$ cat config.mk
export PLATFORM = sky130hd
export DESIGN_NAME = uart_rx_fifo
export DESIGN_NICKNAME = d
export VERILOG_FILES = /design/src/rtl/uart_rx_fifo.sv
export SDC_FILE = /design/constraint.sdc
export NUM_CORES = 1
export LEC_CHECK = 0
export CAP_MARGIN = 0
export CORE_ASPECT_RATIO = 1.75
export CORE_MARGIN = 1.5
export CORE_UTILIZATION = 60
export CTS_CLUSTER_SIZE = 28
export DETAILED_ROUTE_END_ITERATION = 6
export PLACE_DENSITY = 0.78
export SLEW_MARGIN = 10
export SYNTH_ARGS = -nofsm -noshare
export SYNTH_HDL_FRONTEND = slang
export SYNTH_SLANG_ARGS = --single-unit
$ cat constraint.sdc
create_clock -name clk_50 -period 6.95 [get_ports clk_50]
set_input_delay 1.39 -clock clk_50 [delete_from_list [all_inputs] [get_ports clk_50]]
set_output_delay 1.39 -clock clk_50 [all_outputs]
set_load 0.01 [all_outputs]
$ cat src/rtl/uart_rx_fifo.sv
// UART receiver with two-flop rx synchroniser, mid-bit sampling deframer and a
// first-word-fall-through FIFO drained over valid/ready, plus sticky error flags.
module uart_rx_fifo #(
  parameter int CLKS_PER_BIT = 434,
  parameter int DATA_BITS    = 8,
  parameter int PARITY_MODE  = 0,
  parameter int FIFO_DEPTH   = 8
) (
  input  logic                          clk_50,
  input  logic                          reset,
  input  logic                          arduino_input,
  output logic [DATA_BITS-1:0]          rx_data,
  output logic                          rx_valid,
  input  logic                          rx_ready,
  output logic [$clog2(FIFO_DEPTH):0]   fifo_count,
  output logic                          frame_error,
  output logic                          parity_error,
  output logic                          overrun,
  input  logic                          err_clear,
  output logic [2:0]                    state_dbg
);

  localparam int CW = $clog2(CLKS_PER_BIT);
  localparam int BW = $clog2(DATA_BITS);
  localparam int AW = $clog2(FIFO_DEPTH);
  localparam logic [CW-1:0] CNT_MAX  = CW'(CLKS_PER_BIT - 1);
  localparam logic [CW-1:0] HALF_MAX = CW'(CLKS_PER_BIT / 2 - 1);
  localparam logic [BW-1:0] LAST_BIT = BW'(DATA_BITS - 1);
  localparam logic [AW:0]   FULL_CNT = (AW + 1)'(FIFO_DEPTH);

  // Encodings are fixed so the state can be observed on state_dbg.
  typedef enum logic [2:0] {
    IDLE   = 3'd0,
    START  = 3'd1,
    DATA   = 3'd2,
    PARITY = 3'd3,
    STOP   = 3'd4
  } state_t;

  state_t               state;
  logic                 rx_meta;
  logic                 rx_s;
  logic [CW-1:0]        clk_cnt;
  logic [BW-1:0]        bit_cnt;
  logic [DATA_BITS-1:0] shift;
  logic                 parity_bit;

  logic                 parity_ok;
  logic                 stop_sample;
  logic                 push_req;
  logic                 push;
  logic                 pop;
  logic                 full;

  logic [DATA_BITS-1:0] mem [FIFO_DEPTH];
  logic [AW-1:0]        wr_ptr;
  logic [AW-1:0]        rd_ptr;

  assign state_dbg = state;

  always_ff @(posedge clk_50) begin
    if (reset) begin
      rx_meta <= 1'b1;
      rx_s    <= 1'b1;
    end else begin
      rx_meta <= arduino_input;
      rx_s    <= rx_meta;
    end
  end

  always_ff @(posedge clk_50) begin
    if (reset) begin
      state      <= IDLE;
      clk_cnt    <= '0;
      bit_cnt    <= '0;
      shift      <= '0;
      parity_bit <= 1'b0;
    end else begin
      case (state)
        IDLE: begin
          clk_cnt <= '0;
          bit_cnt <= '0;
          if (!rx_s) state <= START;
        end
        START: begin
          if (clk_cnt == HALF_MAX) begin
            clk_cnt <= '0;
            state   <= rx_s ? IDLE : DATA;
          end else begin
            clk_cnt <= clk_cnt + 1'b1;
          end
        end
        DATA: begin
          if (clk_cnt == CNT_MAX) begin
            clk_cnt        <= '0;
            shift[bit_cnt] <= rx_s;
            if (bit_cnt == LAST_BIT) begin
              state <= (PARITY_MODE != 0) ? PARITY : STOP;
            end else begin
              bit_cnt <= bit_cnt + 1'b1;
            end
          end else begin
            clk_cnt <= clk_cnt + 1'b1;
          end
        end
        PARITY: begin
          if (clk_cnt == CNT_MAX) begin
            clk_cnt    <= '0;
            parity_bit <= rx_s;
            state      <= STOP;
          end else begin
            clk_cnt <= clk_cnt + 1'b1;
          end
        end
        STOP: begin
          // Leave at mid stop bit so a following start edge is not missed.
          if (clk_cnt == CNT_MAX) begin
            clk_cnt <= '0;
            state   <= IDLE;
          end else begin
            clk_cnt <= clk_cnt + 1'b1;
          end
        end
        default: state <= IDLE;
      endcase
    end
  end

  always_comb begin
    parity_ok = 1'b1;
    if (PARITY_MODE == 1)      parity_ok = (parity_bit == ^shift);
    else if (PARITY_MODE == 2) parity_ok = (parity_bit == ~^shift);
  end

  assign stop_sample = (state == STOP) && (clk_cnt == CNT_MAX);
  assign push_req    = stop_sample && rx_s && parity_ok;

  // Valid/ready: a byte transfers on each cycle where rx_valid && rx_ready;
  // rx_data holds the head byte while rx_valid is high and is zero otherwise.
  assign full     = (fifo_count == FULL_CNT);
  assign rx_valid = (fifo_count != '0);
  assign pop      = rx_valid && rx_ready;
  assign push     = push_req && (!full || pop);
  assign rx_data  = rx_valid ? mem[rd_ptr] : '0;

  always_ff @(posedge clk_50) begin
    if (push) mem[wr_ptr] <= shift;
  end

  always_ff @(posedge clk_50) begin
    if (reset) begin
      wr_ptr     <= '0;
      rd_ptr     <= '0;
      fifo_count <= '0;
    end else begin
      if (push) wr_ptr <= wr_ptr + 1'b1;
      if (pop)  rd_ptr <= rd_ptr + 1'b1;
      case ({push, pop})
        2'b10:   fifo_count <= fifo_count + 1'b1;
        2'b01:   fifo_count <= fifo_count - 1'b1;
        default: fifo_count <= fifo_count;
      endcase
    end
  end

  // A new event wins over err_clear in the same cycle.
  always_ff @(posedge clk_50) begin
    if (reset) begin
      frame_error  <= 1'b0;
      parity_error <= 1'b0;
      overrun      <= 1'b0;
    end else begin
      frame_error  <= (frame_error  && !err_clear) || (stop_sample && !rx_s);
      parity_error <= (parity_error && !err_clear) || (stop_sample && rx_s && !parity_ok);
      overrun      <= (overrun      && !err_clear) || (push_req && full && !pop);
    end
  end

endmodule

==> results.cfg, run 1 <==
[status]
status = completed

[timing]
max_slew_margin = 0.311
hold_viol = 0
finalCritPeriodShare = 0.585
tightest_slew_ns = 1.03
finalCriticalPeriod_ns = 4.07
rsz0062_at_grt = no
fmax_mhz = 246
finalMaxSlewViolations = 0
fin_skew_ns = 0.00566
setup_violations = 0
setup_tns_ns = 0

[clock_network]
cts_root_buf = clkbuf_16
path_clk_slew_ns = 0.07
cts_max_path_buffers = 2
cts_max_level = 3
cts_setup_buffers = 0
postCtsHoldBufs = 0
numCtsBuffers = 9
cts_tree = yes
cts.sink_count = 105
clk-insertion-delay-late_ns = 0.34
ctsResizeCount = 0

[synthesis]
synth_edf_count = 64
synth_cells = 349
synthesis.area_mm2 = 0.00463
ys_warn_count = 0
yosysSeqAreaShare = 0.592
ys_types = 59
syn_nets = 362
syn_avg_cell_area_um2 = 13.3
ys_ff_latch = 105
synthArstFlopShare = 0
synth_ff_type = edfxtp_1

[grt]
grt_use_total = 0.215
grt_pass1_vias = 2834
antenna_found_initial = 0
gr-total-overflow = 0
grt_start_max_net_pins = 31
grt_pass1_wl_um = 13900

[floorplan]
rows = 42
die_w_um = 69.4
dieArea_mm2 = 0.00828
core-area_mm2 = 0.00751
ios = 24
die_h_um = 119
start_util = 0.617

[final_layout]
area_growth_pct = 12.9
fin_nets = 381
antenna_cells = 0
n_fill_cell = 525
drive_above_1_share = 0.142
design_area_mm2 = 0.00523
utilization = 0.696

[route]
vias = 2775
post_drt_via_cell_ratio = 6.02
postRouteWirelength_um = 8200
drt_iter0_drc = 203
drt-wirelength-per-cell_um = 17.8
drc = 0
ant_nets = 0
firstDrtPassIters = 4

[run]
maxCapViolCount = 0

[place]
gp_congestion = 0.766
numPortBuffers = 23
dp_hpwl_um = 5650
dpl_cell_area_mm2 = 0.00492

[power_and_ir_drop]
max-vdd-ir-drop_uv = 195
p_leak_uw = 0.00189
power_density_mw_per_mm2 = 231
total_power_uw = 1210

[setup_path]
cp.arrival_ns = 2.68
worst_ep_required_time_ns = 5.56
end_kind = output pin
r2r_slack_ns = 4.16
crit_fanout = 16
start_kind = flip-flop
worst-setup-path-type = flip-flop to output pin

[hold_path]
hp-class = flip-flop to flip-flop
## flip-flops by register name, indices dropped and copies added (netlist names), named ones only
register and count:
bit_cnt 3, clk_cnt 9, fifo_count 4, frame_error 1
mem 64, overrun 1, parity_error 1, rd_ptr 3
rx_meta 1, rx_s 1, shift 8, state_dbg 3
wr_ptr 3
## worst max-delay path: stages, from the launching register on
cell and delay, ns:
dfxtp_1 1.00, mux4_2 0.61, mux2i_1 0.17, nor2_1 0.05, clkdlybuf4s50_1 0.49
## layout make-up
type,instances,area [um2],share of cell area
clock inverter,4,32.5,0.00622
timing repair buffer,25,245,0.0469
sequential,105,2740,0.524
clock buffer,12,279,0.0533
tap,88,110,0.0211
multi-input combinational,221,1800,0.344
inverter,6,22.5,0.00431
## logic make-up after synthesis
| kind of cell | after synthesis | share of synthesized area |
|---|---|---|
| buffers and inverters | 23 | 0.0202 |
| xor gates and xnor gates | 9 | 0.0170 |
| AOI/OAI and AO/OA | 42 | 0.0629 |
| adders and majority gates | 8 | 0.0216 |
| and+or+nand+nor | 123 | 0.158 |
| DFF | 105 | 0.592 |
| muxes | 39 | 0.129 |
## cells in the final DEF (no fill, tap or decap), types with 3 or more instances in the layout
cell type	instances
clkdlybuf4s50_1	23
mux2i_1	19
o21ai_0	8
dfxtp_1	41
o22ai_1	3
xnor2_1	7
edfxtp_1	64
nand2_1	25
ha_1	8
nand3_1	6
nor3_1	9
clkbuf_16	11
inv_1	6
mux4_2	16
nand2b_1	3
nand4_1	9
a21oi_1	13
mux2_2	4
a311oi_1	3
nor2_1	33
nor3b_1	3
nor2b_1	9
## Yosys cell counts, types with 3 or more instances
library cell  number  area [um2]
a21oi_1           13        65.1
a311oi_1           3        26.3
buf_1              4        15.0
buf_2              5        25.0
clkbuf_1           7        26.3
dfxtp_1           41         821
edfxtp_1          64        1920
ha_1               8         100
inv_1              6        22.5
mux2_2             4        45.0
mux2i_1           19         190
mux4_2            16         360
nand2_1           25        93.8
nand2b_1           3        18.8
nand3_1            6        30.0
nand4_1            9        56.3
nor2_1            33         124
nor2b_1            9        56.3
nor3_1             9        45.0
nor3b_1            3        22.5
o21ai_0            8        40.0
o22ai_1            3        18.8
xnor2_1            7        61.3
## final timing paths
path / depth (start not counted) / from / end
min reg2reg: 1 / rx_meta$_SDFF_PP1_ / rx_s$_SDFF_PP1_
min: 1 / rx_meta$_SDFF_PP1_ / rx_s$_SDFF_PP1_
max: 4 / flip-flop / rx_data[3]
max reg2reg: 5 / clk_cnt[0]$_SDFFE_PP0P_ / mem[4][1]$_DFFE_PP_
## metal layers
| metal | GRT usage | vias to the layer above | share of wire |
|---|---|---|---|
| met1 | 0.254 | 1339 | 0.40 |
| li1 | - | 1364 | - |
| met2 | 0.383 | 61 | 0.55 |
| met3 | 0.0313 | 11 | 0.028 |
| met5 | 0 | - | 0 |
| met4 | 0.0993 | 0 | 0.017 |
## per-stage QoR
step,cells,hold slack (ns),setup slack (ns)
after global placement,445,0.392,3.21
final,461,0.418,2.88
after floorplan,349,0.389,4.02
after CTS,461,0.414,2.79
after global routing,461,0.426,2.63
after detailed placement,445,0.396,3.17
## where the power goes
group          internal, uW  switching, uW
logic                  16.8           22.9
registers               655           6.35
clock network           288            217
total                   960            247
Note: power is estimated with default switching activity, not from simulation.
==> inputs of run 2 (changes only) <==
Settings changed: CORE_UTILIZATION 60 to 54, PLACE_DENSITY 0.78 to 0.74.
Clock period 6.95 ns to 3.7 ns, I/O delays scaled along.
==> run 2 against run 1 <==
  * Via count decreased by 0.32%
  * Global-route usage decreased by 2.4 points
  * Sequential power increased by 87%
  * Critical path depth unchanged
  * Wire length decreased by 2.4%
  * Count of clock-buffer cells in the layout decreased by 2
  * Total power increased by 93%
  * Combinational power increased by 84%
  * First-iteration DRC count decreased by 41%
  * Sequential cell count unchanged
  * Final area increased by 1.4%
  * Register-to-register slack got worse by 3.1 ns
  * Critical path type unchanged
  * Critical endpoint is now rx_data[5]
  * Largest power group unchanged
==> results.cfg, run 2 (synthesized netlist as in run 1, its figures left out) <==
[grt]
grt_start_max_net_pins = 30
antenna_found_initial = 0
gr-total-overflow = 0
grt_pass1_wl_um = 13300
grt_use_total = 0.191
grt_pass1_vias = 2836

[clock_network]
cts_tree = yes
cts_setup_buffers = 0
postCtsHoldBufs = 0
numCtsBuffers = 9
cts_max_path_buffers = 2
ctsResizeCount = 0
cts_root_buf = clkbuf_16
path_clk_slew_ns = 0.07
clk-insertion-delay-late_ns = 0.34
cts_max_level = 3
cts.sink_count = 105

[setup_path]
worst_ep_required_time_ns = 2.96
reg2reg_to = mem[4][5]$_DFFE_PP_
end_kind = output pin
cpPeakStageDelay_ns = 0.79
r2r_slack_ns = 1.05
cp.arrival_ns = 2.28
start_kind = flip-flop
reg2reg_depth = 5
crit_fanout = 16
worst-setup-path-type = flip-flop to output pin
path_cells = mux4_2 > mux2i_1 > nor2_1 > clkdlybuf4s50_1
cpMaxStageDelayCell = dfxtp_1
regToRegStartpoint = clk_cnt[0]$_SDFFE_PP0P_

[timing]
fmax_mhz = 332
finalMaxSlewViolations = 0
finalCritPeriodShare = 0.815
fin_skew_ns = 0.00609
finalCriticalPeriod_ns = 3.02
rsz0062_at_grt = no
setup_violations = 0
max_slew_margin = 0.511
tightest_slew_ns = 0.731
setup_slack_ns = 0.684
setup_tns_ns = 0
hold_viol = 0

[hold_path]
min_to = rx_s$_SDFF_PP1_
whs_path_depth = 1
min_from = rx_meta$_SDFF_PP1_
hp-class = flip-flop to flip-flop

[route]
firstDrtPassIters = 4
postRouteWirelength_um = 8010
drc = 0
drt-wirelength-per-cell_um = 16.3
vias = 2766
drt_iter0_drc = 119
ant_nets = 0
post_drt_via_cell_ratio = 5.63

[final_layout]
mostFrequentLayoutCells = 64 x edfxtp_1, 41 x dfxtp_1, 33 x nor2_1
regMostFlops = mem
area_growth_pct = 14.4
layout_commonest_cell = edfxtp_1
largest_reg_flops = 64
drive_above_1_share = 0.152
utilization = 0.638
fin_nets = 384
reg.largest.list = mem x64, clk_cnt x9, shift x8
n_fill_cell = 625
antenna_cells = 0

[floorplan]
die_w_um = 73.0
rows = 44
die_h_um = 126
core-area_mm2 = 0.00831
ios = 24
start_util = 0.557
dieArea_mm2 = 0.00917

[place]
dp_hpwl_um = 5740
numPortBuffers = 23
gp_congestion = 0.827
dp_slack_ns = 0.885

[run]
maxCapViolCount = 0

[power_and_ir_drop]
power_density_mw_per_mm2 = 440
p_leak_uw = 0.00192
max-vdd-ir-drop_uv = 260

[status]
status = completed
-- run 2: stage by stage --
step	total power (uW)	hold WS (ns)	area [um2]	instances
finish	2330	0.413	5300	491
detailed placement	1340	0.401	4970	475
CTS	2350	0.417	5300	491
global route	2400	0.453	5300	491
global placement	1340	0.393	4970	475
floorplan	1320	0.389	4630	349
-- run 2: layer usage --
layer,wire length (um),vias to the layer above,track usage
li1,-,1373,-
met1,3170,1337,0.210
met2,4490,45,0.346
met3,203,11,0.0411
met4,149,0,0.0766
met5,0,-,0
-- run 2: final cells by class --
class,instances,area [um2],area share
flip-flops and latches,105,2740,0.517
repair buffers,28,268,0.0505
well taps,115,144,0.0271
multi-input cells,221,1800,0.339
clock buffers,10,239,0.0451
clock inverters,6,87.6,0.0165
inverters,6,22.5,0.00425
-- run 2: power breakdown --
group	internal, uW	leakage [uW]	switching [uW]	total, uW
Sequential	1230	0.00100	12.0	1240
Clock	612	0.000159	404	1020
Combinational	31.4	0.000763	41.9	73.3
-- run 2: worst max path at each step --
| stage | start | end | slack (ns) | cells past startpoint |
|---|---|---|---|---|
| 2_1_floorplan | clk_cnt[0]$_SDFFE_PP0P_ | mem[2][0]$_DFFE_PP_ | 1.39 | 5 |
| 3_3_place_gp | rx_ready | mem[6][5]$_DFFE_PP_ | 0.96 | 4 |
| 3_5_place_dp | rx_ready | mem[4][5]$_DFFE_PP_ | 0.88 | 4 |
| 4_1_cts | flip-flop | rx_data[5] | 0.61 | 4 |
| 5_1_grt | flip-flop | rx_data[5] | 0.52 | 4 |
| 6_report | flip-flop | rx_data[5] | 0.68 | 4 |
-- run 2: critical path: cells and delay by family, from the launching register on --
family	cells	cell delay (ns)
buffers and inverters	1	0.50
DFF	1	0.79
and+or+nand+nor	1	0.06
muxes	2	0.57
==> inputs of run 3 (changes only) <==
Clock period 3.7 ns to 2.73 ns, I/O delays scaled along.
==> run 3 against run 2 <==
  * Count of clock-buffer cells in the layout is 1 higher
  * Combinational power is 36% higher
  * Sequential cell count unchanged
  * Final area rose by 1.9%
  * Utilization up 1.2 points
  * Clock power is 34% higher
  * Non-clock buffer count is 10 higher
  * Wire length up 6.1%
==> results.cfg, run 3 (synthesized netlist as in run 1, its figures left out) <==
[status]
status = completed

[clock_network]
cts.sink_count = 105
cts_max_path_buffers = 2
cts_root_buf = clkbuf_16
cts_setup_buffers = 0
path_clk_slew_ns = 0.07
cts_max_level = 3
clk-insertion-delay-late_ns = 0.34
postCtsHoldBufs = 0
cts_tree = yes
numCtsBuffers = 9
ctsResizeCount = 0

[setup_path]
start_kind = flip-flop
end_kind = output pin
cpMaxStageDelayCell = mux4_2
worst_ep_required_time_ns = 2.18
worst-setup-path-type = flip-flop to output pin
path_cells = buf_12 > mux4_2 > mux2i_1 > nor2_1 > clkdlybuf4s50_1
crit_fanout = 8
cpPeakStageDelay_ns = 0.51
cp.arrival_ns = 2.09

[hold_path]
hp-class = flip-flop to flip-flop

[timing]
fmax_mhz = 379
rsz0062_at_grt = no
finalCriticalPeriod_ns = 2.64
setup_violations = 0
max_slew_margin = 0.566
fin_skew_ns = 0.00929
finalCritPeriodShare = 0.966
setup_tns_ns = 0
hold_viol = 0
tightest_slew_ns = 0.646
whs_ns = 0.423
finalMaxSlewViolations = 0

[grt]
grt_pass1_vias = 2730
grt_pass1_wl_um = 13400
gr-total-overflow = 0
antenna_found_initial = 0
grt_start_max_net_pins = 30
grt_use_total = 0.195

[floorplan]
ios = 24
dieArea_mm2 = 0.00917
die_h_um = 126
rows = 44
die_w_um = 73.0
core-area_mm2 = 0.00831
start_util = 0.557

[place]
dpl_cell_area_mm2 = 0.00505
gp_congestion = 0.821
dp_hpwl_um = 5760
numPortBuffers = 23

[final_layout]
fin_nets = 394
n_fill_cell = 618
regMostFlops = mem
mostFrequentLayoutCells = 64 x edfxtp_1, 40 x dfxtp_1, 33 x nor2_1
antenna_cells = 0
largest_reg_flops = 64
drive_above_1_share = 0.171
design_area_mm2 = 0.00540
layout_commonest_cell = edfxtp_1
reg.largest.list = mem x64, clk_cnt x9, shift x8
area_growth_pct = 16.5

[route]
postRouteWirelength_um = 8500
drt_iter0_drc = 209
post_drt_via_cell_ratio = 5.72
vias = 2865
drt-wirelength-per-cell_um = 17.0
drc = 0
ant_nets = 0
firstDrtPassIters = 4

[power_and_ir_drop]
p_leak_uw = 0.00198
total_power_uw = 3150
power_density_mw_per_mm2 = 584
max-vdd-ir-drop_uv = 464

[run]
maxCapViolCount = 0
==> run 3: path summary, 6_finish.rpt <==
kind | startpoint | endpoint | cells past startpoint | slack, ns
setup / recovery | flip-flop | rx_data[3] | 5 | 0.09
hold / removal | rx_meta$_SDFF_PP1_ | rx_s$_SDFF_PP1_ | 1 | 0.42
setup reg to reg | clk_cnt[1]$_SDFFE_PP0P_ | mem[0][7]$_DFFE_PP_ | 7 | 0.40
hold reg to reg | rx_meta$_SDFF_PP1_ | rx_s$_SDFF_PP1_ | 1 | 0.42
==> run 3: where the power goes <==
group,switching (uW),total (uW),internal (uW)
sequential,16.1,1680,1670
combinational,57.7,100,42.7
clock,540,1370,827
==> run 3: final cells by class <==
type | count | area, um2 | area share
flip-flops and latches | 105 | 2740 | 0.508
multi-input cells | 221 | 1800 | 0.333
repair buffers | 38 | 373 | 0.0690
clock buffers | 11 | 243 | 0.0449
well taps | 115 | 144 | 0.0266
clock inverters | 5 | 77.6 | 0.0144
inverters | 6 | 22.5 | 0.00417
==> run 3: critical path: cells and delay by family, from the launching register on <==
family	cells	cell delay, ns
buffers and inverters	2	0.63
flip-flops	1	0.39
multiplexers	2	0.67
AND/OR/NAND/NOR	1	0.06
==> run 3: stage by stage <==
| step | setup WS, ns | util | std cells |
|---|---|---|---|
| after floorplan | 0.419 | - | 349 |
| after global placement | 0.296 | 0.608 | 484 |
| after detailed placement | 0.233 | 0.608 | 484 |
| after CTS | 0.0316 | 0.647 | 500 |
| after global routing | 0.00491 | 0.650 | 501 |
| final | 0.0925 | 0.650 | 501 |
==> run 3: per-layer routing <==
metal	GRT usage	wire length, um	part of all wire
met5	0	0	0
met2	0.358	4720	0.56
met3	0.0419	219	0.026
met4	0.0666	95	0.011
met1	0.215	3460	0.41
